[src/rtl/fetch_pkg.sv]
// Shared types and constants for the multicycle fetch/decode sequencer.
package fetch_pkg;

  typedef enum logic [2:0] {
    StIdle, StFetch, StDecode, StExec, StMem, StWb, StHalt
  } state_e;

  localparam logic [2:0] OP_NOP = 3'b000;
  localparam logic [2:0] OP_LW  = 3'b001;
  localparam logic [2:0] OP_ADD = 3'b010;
  localparam logic [2:0] OP_SW  = 3'b100;
  localparam logic [2:0] OP_HLT = 3'b111;

  localparam logic [1:0] ERR_NONE    = 2'd0;
  localparam logic [1:0] ERR_ILLEGAL = 2'd1;
  localparam logic [1:0] ERR_TIMEOUT = 2'd2;

  localparam int unsigned OPC_HI = 7;
  localparam int unsigned OPC_LO = 5;
  localparam int unsigned RS_BIT = 4;
  localparam int unsigned RT_BIT = 3;

  function automatic logic [7:0] sat_inc8(input logic [7:0] v);
    return (v == 8'hFF) ? v : v + 8'd1;
  endfunction

endpackage

[src/rtl/instr_decode.sv]
// Combinational opcode classifier for the instruction register.
module instr_decode
  import fetch_pkg::*;
(
  input  logic [2:0] opc,
  output logic       is_nop,
  output logic       is_lw,
  output logic       is_add,
  output logic       is_sw,
  output logic       is_hlt,
  output logic       illegal
);

  assign is_nop  = (opc == OP_NOP);
  assign is_lw   = (opc == OP_LW);
  assign is_add  = (opc == OP_ADD);
  assign is_sw   = (opc == OP_SW);
  assign is_hlt  = (opc == OP_HLT);
  assign illegal = ~(is_nop | is_lw | is_add | is_sw | is_hlt);

endmodule

[src/rtl/fetch_sequencer.sv]
// Multicycle control FSM: owns the PC and IR, sequences fetch/decode/exec/mem/wb phases,
// runs the data-memory req/ack handshake and counts retired instructions.
module fetch_sequencer
  import fetch_pkg::*;
#(
  parameter logic [7:0] PC_FIRST    = 8'd1,
  parameter logic [7:0] PC_LAST     = 8'd3,
  parameter logic [3:0] MEM_TIMEOUT = 4'd15
) (
  input  logic       clk,
  input  logic       rst,
  input  logic       start,
  input  logic [7:0] instr_in,
  input  logic       mem_ack,
  output logic [7:0] pc_addr,
  output logic [7:0] ir,
  output logic       rs_sel,
  output logic       rt_sel,
  output logic       alu_en,
  output logic       mem_req,
  output logic       mem_we,
  output logic       reg_we,
  output logic       retire,
  output logic [7:0] retire_cnt,
  output logic       busy,
  output logic       halted,
  output logic [1:0] err
);

  state_e     state_q, state_d;
  logic [7:0] pc_q, pc_d;
  logic [7:0] ir_q, ir_d;
  logic [7:0] cnt_q, cnt_d;
  logic [1:0] err_q, err_d;
  logic [3:0] wait_q, wait_d;
  logic       advance;

  logic is_nop, is_lw, is_add, is_sw, is_hlt, illegal;

  instr_decode u_decode (
    .opc     (ir_q[OPC_HI:OPC_LO]),
    .is_nop  (is_nop),
    .is_lw   (is_lw),
    .is_add  (is_add),
    .is_sw   (is_sw),
    .is_hlt  (is_hlt),
    .illegal (illegal)
  );

  always_comb begin
    state_d = state_q;
    pc_d    = pc_q;
    ir_d    = ir_q;
    cnt_d   = cnt_q;
    err_d   = err_q;
    wait_d  = wait_q;
    alu_en  = 1'b0;
    mem_req = 1'b0;
    mem_we  = 1'b0;
    reg_we  = 1'b0;
    retire  = 1'b0;
    advance = 1'b0;

    unique case (state_q)
      StIdle: if (start) state_d = StFetch;
      StFetch: begin
        ir_d    = instr_in;
        state_d = StDecode;
      end
      StDecode: begin
        if (is_lw || is_sw) begin
          wait_d  = 4'd0;
          state_d = StMem;
        end else if (is_add) begin
          state_d = StExec;
        end else if (is_nop) begin
          retire  = 1'b1;
          advance = 1'b1;
        end else if (is_hlt) begin
          retire  = 1'b1;
          state_d = StHalt;
        end else if (illegal) begin
          err_d   = ERR_ILLEGAL;
          state_d = StHalt;
        end
      end
      StExec: begin
        alu_en  = 1'b1;
        state_d = StWb;
      end
      StMem: begin
        mem_req = 1'b1;
        mem_we  = is_sw;
        if (mem_ack) begin
          if (is_lw) begin
            state_d = StWb;
          end else begin
            retire  = 1'b1;
            advance = 1'b1;
          end
        end else begin
          // Ack wins over timeout when it lands in the final permitted cycle.
          wait_d = wait_q + 4'd1;
          if (wait_d == MEM_TIMEOUT) begin
            err_d   = ERR_TIMEOUT;
            state_d = StHalt;
          end
        end
      end
      StWb: begin
        reg_we  = 1'b1;
        retire  = 1'b1;
        advance = 1'b1;
      end
      StHalt: state_d = StHalt;
      default: state_d = StIdle;
    endcase

    if (retire) cnt_d = sat_inc8(cnt_q);
    if (advance) begin
      if (pc_q == PC_LAST) begin
        state_d = StHalt;
      end else begin
        pc_d    = pc_q + 8'd1;
        state_d = StFetch;
      end
    end
  end

  always_ff @(posedge clk) begin
    if (rst) begin
      state_q <= StIdle;
      pc_q    <= PC_FIRST;
      ir_q    <= 8'd0;
      cnt_q   <= 8'd0;
      err_q   <= ERR_NONE;
      wait_q  <= 4'd0;
    end else begin
      state_q <= state_d;
      pc_q    <= pc_d;
      ir_q    <= ir_d;
      cnt_q   <= cnt_d;
      err_q   <= err_d;
      wait_q  <= wait_d;
    end
  end

  assign pc_addr    = pc_q;
  assign ir         = ir_q;
  assign rs_sel     = ir_q[RS_BIT];
  assign rt_sel     = ir_q[RT_BIT];
  assign retire_cnt = cnt_q;
  assign err        = err_q;
  assign busy       = (state_q != StIdle) && (state_q != StHalt);
  assign halted     = (state_q == StHalt);

endmodule

[config.mk]
export PLATFORM = sky130hd
export DESIGN_NAME = fetch_sequencer
export DESIGN_NICKNAME = d
export VERILOG_FILES = /design/src/rtl/fetch_pkg.sv /design/src/rtl/instr_decode.sv /design/src/rtl/fetch_sequencer.sv
export SDC_FILE = /design/constraint.sdc
export NUM_CORES = 1
export LEC_CHECK = 0
export CAP_MARGIN = 40
export CORE_UTILIZATION = 45
export DETAILED_ROUTE_END_ITERATION = 10
export PLACE_DENSITY = 0.82
export SKIP_LAST_GASP = 1
export SYNTH_ARGS = -nofsm -noshare
export SYNTH_HDL_FRONTEND = slang
export SYNTH_SLANG_ARGS = --single-unit
[constraint.sdc]
create_clock -name clk -period 5.2 [get_ports clk]
set_clock_uncertainty 0.05 [all_clocks]
set_input_delay 0.52 -clock clk [delete_from_list [all_inputs] [get_ports clk]]
set_output_delay 0.52 -clock clk [all_outputs]
set_load 0.02 [all_outputs]
Word-level counts from Yosys, hierarchy flattened:

Cells that the tools add are included.
Widths: inputs -> output; s select.

* output and inout port bits: 35
* input port bits: 12
* word-level logic and storage cells: 92
* flip-flop bits (word level): 33

* reduce and logical (&&, ||, !) cells: 11
* $add $sub $neg: 3
* muxes and demuxes: 38
* bitwise logic cells: 6
* equality and inequality tests: 28

Operator list (number)
* $mux 3: 11
* $pmux 3 s7: 1
* $ne 2x2->1 const B: 9
* $add 8x1->8 const B: 2
* $eq 3x3->1 const B: 5
* $mux 2: 7
* $mux 1: 13
* $eq 3x2->1 const B: 3
* $eq 8x2->1 const B: 1
* $eq 8x8->1 const B: 1
* $mux 4: 2
* $ne 4x4->1 const B: 2
* $pmux 4 s2: 1
* $reduce_and 8->1: 1
* $eq 3x1->1 const B: 2
* $logic_not 3->1: 2
* $ne 3x3->1 const B: 2
* $ne 6x4->1 const B: 1
* $pmux 1 s3: 2
* $reduce_and 6->1: 1
* $ne 5x5->1 const B: 1
* $add 4x1->4 const B: 1
* $eq 4x4->1 const B: 1
* $or 1x1->1: 4
* 8 further kinds: 10

Depth between registers and ports, before layout:

* depth in word-level cells: 12
* mapped depth: 7
* mapped depth without buffers: 6

Hierarchy:

A second synthesis with hierarchy kept.

* cell total of the unflattened synthesis: 225
* area total of the unflattened synthesis: 1850.5 µm²

By module, submodules not included
* fetch_sequencer: area each 1796.7 µm², cells each 217, times used 1
* instr_decode: area each 53.8 µm², cells each 8, times used 1

Worst setup path before layout:

No wires, ideal clock.

* kind: flip-flop to flip-flop
* from: register pc_q[0] (netlist: pc_addr[0])
* to: register pc_q[2] (netlist: pc_addr[2])
* clock period less this slack: 1939 ps
* stages on the path, launching flop included: 6
* setup slack: 3261 ps
* data required time: 5033 ps
* data arrival time: 1772 ps
* cells stage by stage: dfxtp_1 > ha_1 > or4b_1 > nor4_1 > a21oi_1 > a32o_1

* longest elaborated chain between the ends: 3
* elaborated cells between the ends (all ways): 4

RTL lines
* from (decl): RTL line fetch_sequencer.sv:31 `logic [7:0] pc_q, pc_d;`
* from (signal assigned): RTL line fetch_sequencer.sv:140 `pc_q <= pc_d;`
* branches (longest 3 deep; another with $add 8x1->8)

Several ways; the timed one is not identified.
A chain may end at the register's enable or synchronous reset.

Final worst setup path:

* from: input port mem_ack
* to: output port retire

* longest elaborated chain between the ends: 2

RTL lines
* from (decl): RTL line fetch_sequencer.sv:14 `input logic mem_ack,`
* $mux 1: RTL line fetch_sequencer.sv:94 `if (mem_ack) begin`
* $pmux 1 s3: RTL line fetch_sequencer.sv:64 `unique case (state_q)`
* to (decl): RTL line fetch_sequencer.sv:23 `output logic retire,`

No other way between the ends.

==> flow_metrics.tcl <==
set metrics [dict create \
    status "completed" \
    antenna_found_initial 0 \
    via_count 1616 \
    p_total_uw 976 \
    reg2reg_slack_ps 3000 \
    finalNonFillerCells 303 \
    worst_hold_path.num_cells 1 \
    synth_nets 229 \
    grt_start_max_net_pins 34 \
    synth_top_family_by_area "simple AND/OR/NAND/NOR gates" \
    yosys.area_share.adder 0.0285 \
    post-cts-setup-buffers 0 \
    drive_gt1_frac 0.0549 \
    p_seq_frac 0.364 \
    ys_types 42 \
    r2r_end "retire_cnt[4]" \
    place_congestion 0.844 \
    coreArea_mm2 0.00369 \
    crit_buf_inv 2 \
    area_growth_syn_to_layout_pct 31.5 \
    synth_top_cell_area_share 0.377 \
    finalSetupViolations 0 \
    cts_hold_buf 0 \
    cts_root_buf "clkbuf_8" \
    ys_ff_latch 33 \
    cpLargestDelayFamily "buffers and inverters" \
    slew_headroom 0.511 \
    grt.overflow.total 0 \
    antennaDiodeCount 0 \
    initial_core_util 0.476 \
    use_met3 0.0581 \
    clkPwrFrac 0.199 \
    crit_fanout 5 \
    synthCells 213 \
    switchingPower_uw 378 \
    vias_per_cell 5.33 \
    max_stage_delay_ps 600 \
    synth_edf_count 0 \
    switching_share 0.387 \
    fp.dieW_um 64.4 \
    cpMaxStageDelayCell "clkdlybuf4s50_1" \
    p_leak_nw 0.813 \
    p_int_uw 598 \
    cap_violations 0 \
    min_period_ps 2820 \
    synth.most_common_cell "nor2_1" \
    cp_common_cell "clkdlybuf4s50_1" \
    drt-initial-drc-count 89 \
    synth_area_per_cell_um2 8.24 \
    reg2reg_from "ir[5]" \
    reg2regPathDepth 5 \
    max_freq_mhz 355 \
    wirelength_mm 3.63 \
    cts_tree "done" \
    grt_pass1_wl_mm 6.07 \
    portBuffers 46 \
    antenna_left 0 \
    hp-start "err[1]" \
    nFillCells 332 \
    dp.cells 296 \
    floorplan.rows 22 \
    nets 271 \
    peakVddDrop_uv 227 \
    async_flop_share 0 \
    numCtsBuffers 5 \
    num_io_pins 47 \
    synth_top_area_cell "dfxtp_1" \
    synthTopCellsByArea "dfxtp_1 (38%), nor2_1 (7.3%), mux2i_1 (5.7%), a21oi_1 (5.4%), xnor2_1 (4.0%)" \
    ys_warn_count 0 \
    powerDensity_mw_per_mm2 423 \
    synth_flop_cell "dfxtp_1" \
    synth_simple_gate_area_frac 0.274 \
    fin_crit_sh 0.542 \
    clk_pin_slew_ps 70 \
    remaining_drc_errors 0 \
    endpoint_kind "primary output" \
    rsz0062_at_grt "false" \
    grtUsageMet2 0.309 \
    grt_usage 0.186 \
    yosysSeqAreaShare 0.377 \
    dpl.hpwl_mm 2.57 \
    hold_viol_final 0 \
    groute.layer.met1.usage 0.228 \
    cts.repair.resized 0 \
    synthXorXnorAreaFrac 0.0499 \
    die_h_um 64.4 \
    hp-class "reg2reg" \
    ys_top_cells_by_count "nor2_1 (34), dfxtp_1 (33), a21oi_1 (19)" \
    critPathKind "in2out" \
    setup_tns_ps 0 \
    crit_arrival_ps 2250 \
    syn_area_mm2 0.00175 \
    tightest_slew_ps 734 \
    grt_pass1_vias 1402 \
    worstHoldEndpoint "err[1]" \
    dieArea_mm2 0.00415 \
    busiest_layer "met2" \
    path_cells "clkdlybuf4s50_1 -> nand2b_1 -> o31ai_1 -> or2_2 -> clkdlybuf4s50_1" \
    required_ps 4630 \
    htree_levels 2 \
    synthMuxAreaShare 0.0635 \
    holdWs_ps 434 \
    wl_per_cell_um 12.0 \
    cp-start-kind "input pin" \
    synth_compound_area_frac 0.155 \
    firstDrtPassIters 4 \
    cts_sinks 33 \
    combinationalPowerShare 0.437 \
    clock_latency_ps 280 \
    drv_slew 0 \
    clk_path_buf_depth 2 \
]
stage by stage:
step | area [um^2] | setup slack (ps) | utilization
5_1_grt | 2310 | 2220 | 0.626
6_report | 2310 | 2380 | 0.626
2_1_floorplan | 1750 | 3260 | -
4_1_cts | 2310 | 2390 | 0.626
3_3_place_gp | 2210 | 2440 | 0.599
3_5_place_dp | 2220 | 2400 | 0.601
worst register-to-register path, stage by stage (launching register included):
cell     delay, ps
dfxtp_1        590
nor3b_1        270
o31ai_1        110
o22ai_1        600
nor2_1         140
mux2_1         330
final cells by class:
| type | count | area [um^2] | area share |
|---|---|---|---|
| clock buffers | 6 | 82.6 | 0.0358 |
| clock inverters | 1 | 7.51 | 0.00325 |
| inverters | 5 | 18.8 | 0.00813 |
| multi-input cells | 162 | 1000 | 0.434 |
| flip-flops and latches | 33 | 661 | 0.286 |
| well taps | 48 | 60.1 | 0.0260 |
| repair buffers | 48 | 475 | 0.206 |
registers in the layout, summed over array words and instances, names as in the netlist:
signal and cells:
err 2, ir 8, pc_addr 8, retire_cnt 8, state_q 3, wait_q 4
worst max-delay path by stage:
stage,slack (ps),end,depth (start not counted),startpoint
2_1_floorplan,3260,pc_addr[2],5,pc_addr[0]
3_3_place_gp,2440,retire,5,mem_ack
3_5_place_dp,2400,retire,5,mem_ack
4_1_cts,2390,retire,5,mem_ack
5_1_grt,2220,retire,5,mem_ack
6_report,2380,retire,5,mem_ack
cells by family after synthesis:
group	count (synthesis)
fa+ha+maj	4
simple gates	93
buf+inv	18
compound gates	44
flops	33
mux	11
xor+xnor	10
placed cells by master, fill, tap and decap left out, types with 2 or more instances in the layout:
| master | Yosys | routed |
|---|---|---|
| nor3b_1 | 3 | 3 |
| clkbuf_8 | 0 | 6 |
| xnor2_1 | 8 | 8 |
| nand2b_1 | 4 | 4 |
| nand3_1 | 10 | 10 |
| or4b_1 | 2 | 2 |
| dfxtp_1 | 33 | 33 |
| nor2b_1 | 4 | 4 |
| clkdlybuf4s50_1 | 0 | 46 |
| o31ai_1 | 4 | 4 |
| xor2_1 | 2 | 2 |
| mux2i_1 | 10 | 10 |
| nor4_1 | 2 | 2 |
| nor3_1 | 5 | 5 |
| ha_1 | 4 | 4 |
| a211oi_1 | 3 | 3 |
| nand2_1 | 11 | 11 |
| and3_1 | 3 | 3 |
| or3_1 | 6 | 6 |
| o21ai_0 | 6 | 6 |
| or4_1 | 2 | 2 |
| o22ai_1 | 2 | 2 |
| nor2_1 | 34 | 34 |
| buf_4 | 2 | 2 |
| a21oi_2 | 2 | 2 |
| inv_1 | 5 | 5 |
| o21a_1 | 3 | 3 |
| a21oi_1 | 19 | 19 |
per-layer routing:
metal / routed length (um) / vias up
met5: 0 / -
met4: 33 / 0
met3: 201 / 5
met2: 1710 / 48
met1: 1680 / 731
li1: - / 832
power by group through the flow:
| stage | logic [mW] | clock network [mW] | registers [mW] |
|---|---|---|---|
| after floorplan | 0.319 | 0 | 0.346 |
| after global placement | 0.417 | 0 | 0.359 |
| after detailed placement | 0.424 | 0 | 0.359 |
| after CTS | 0.427 | 0.201 | 0.354 |
| after global routing | 0.463 | 0.214 | 0.364 |
| final | 0.427 | 0.194 | 0.355 |
(Power assumes the default switching activity.)
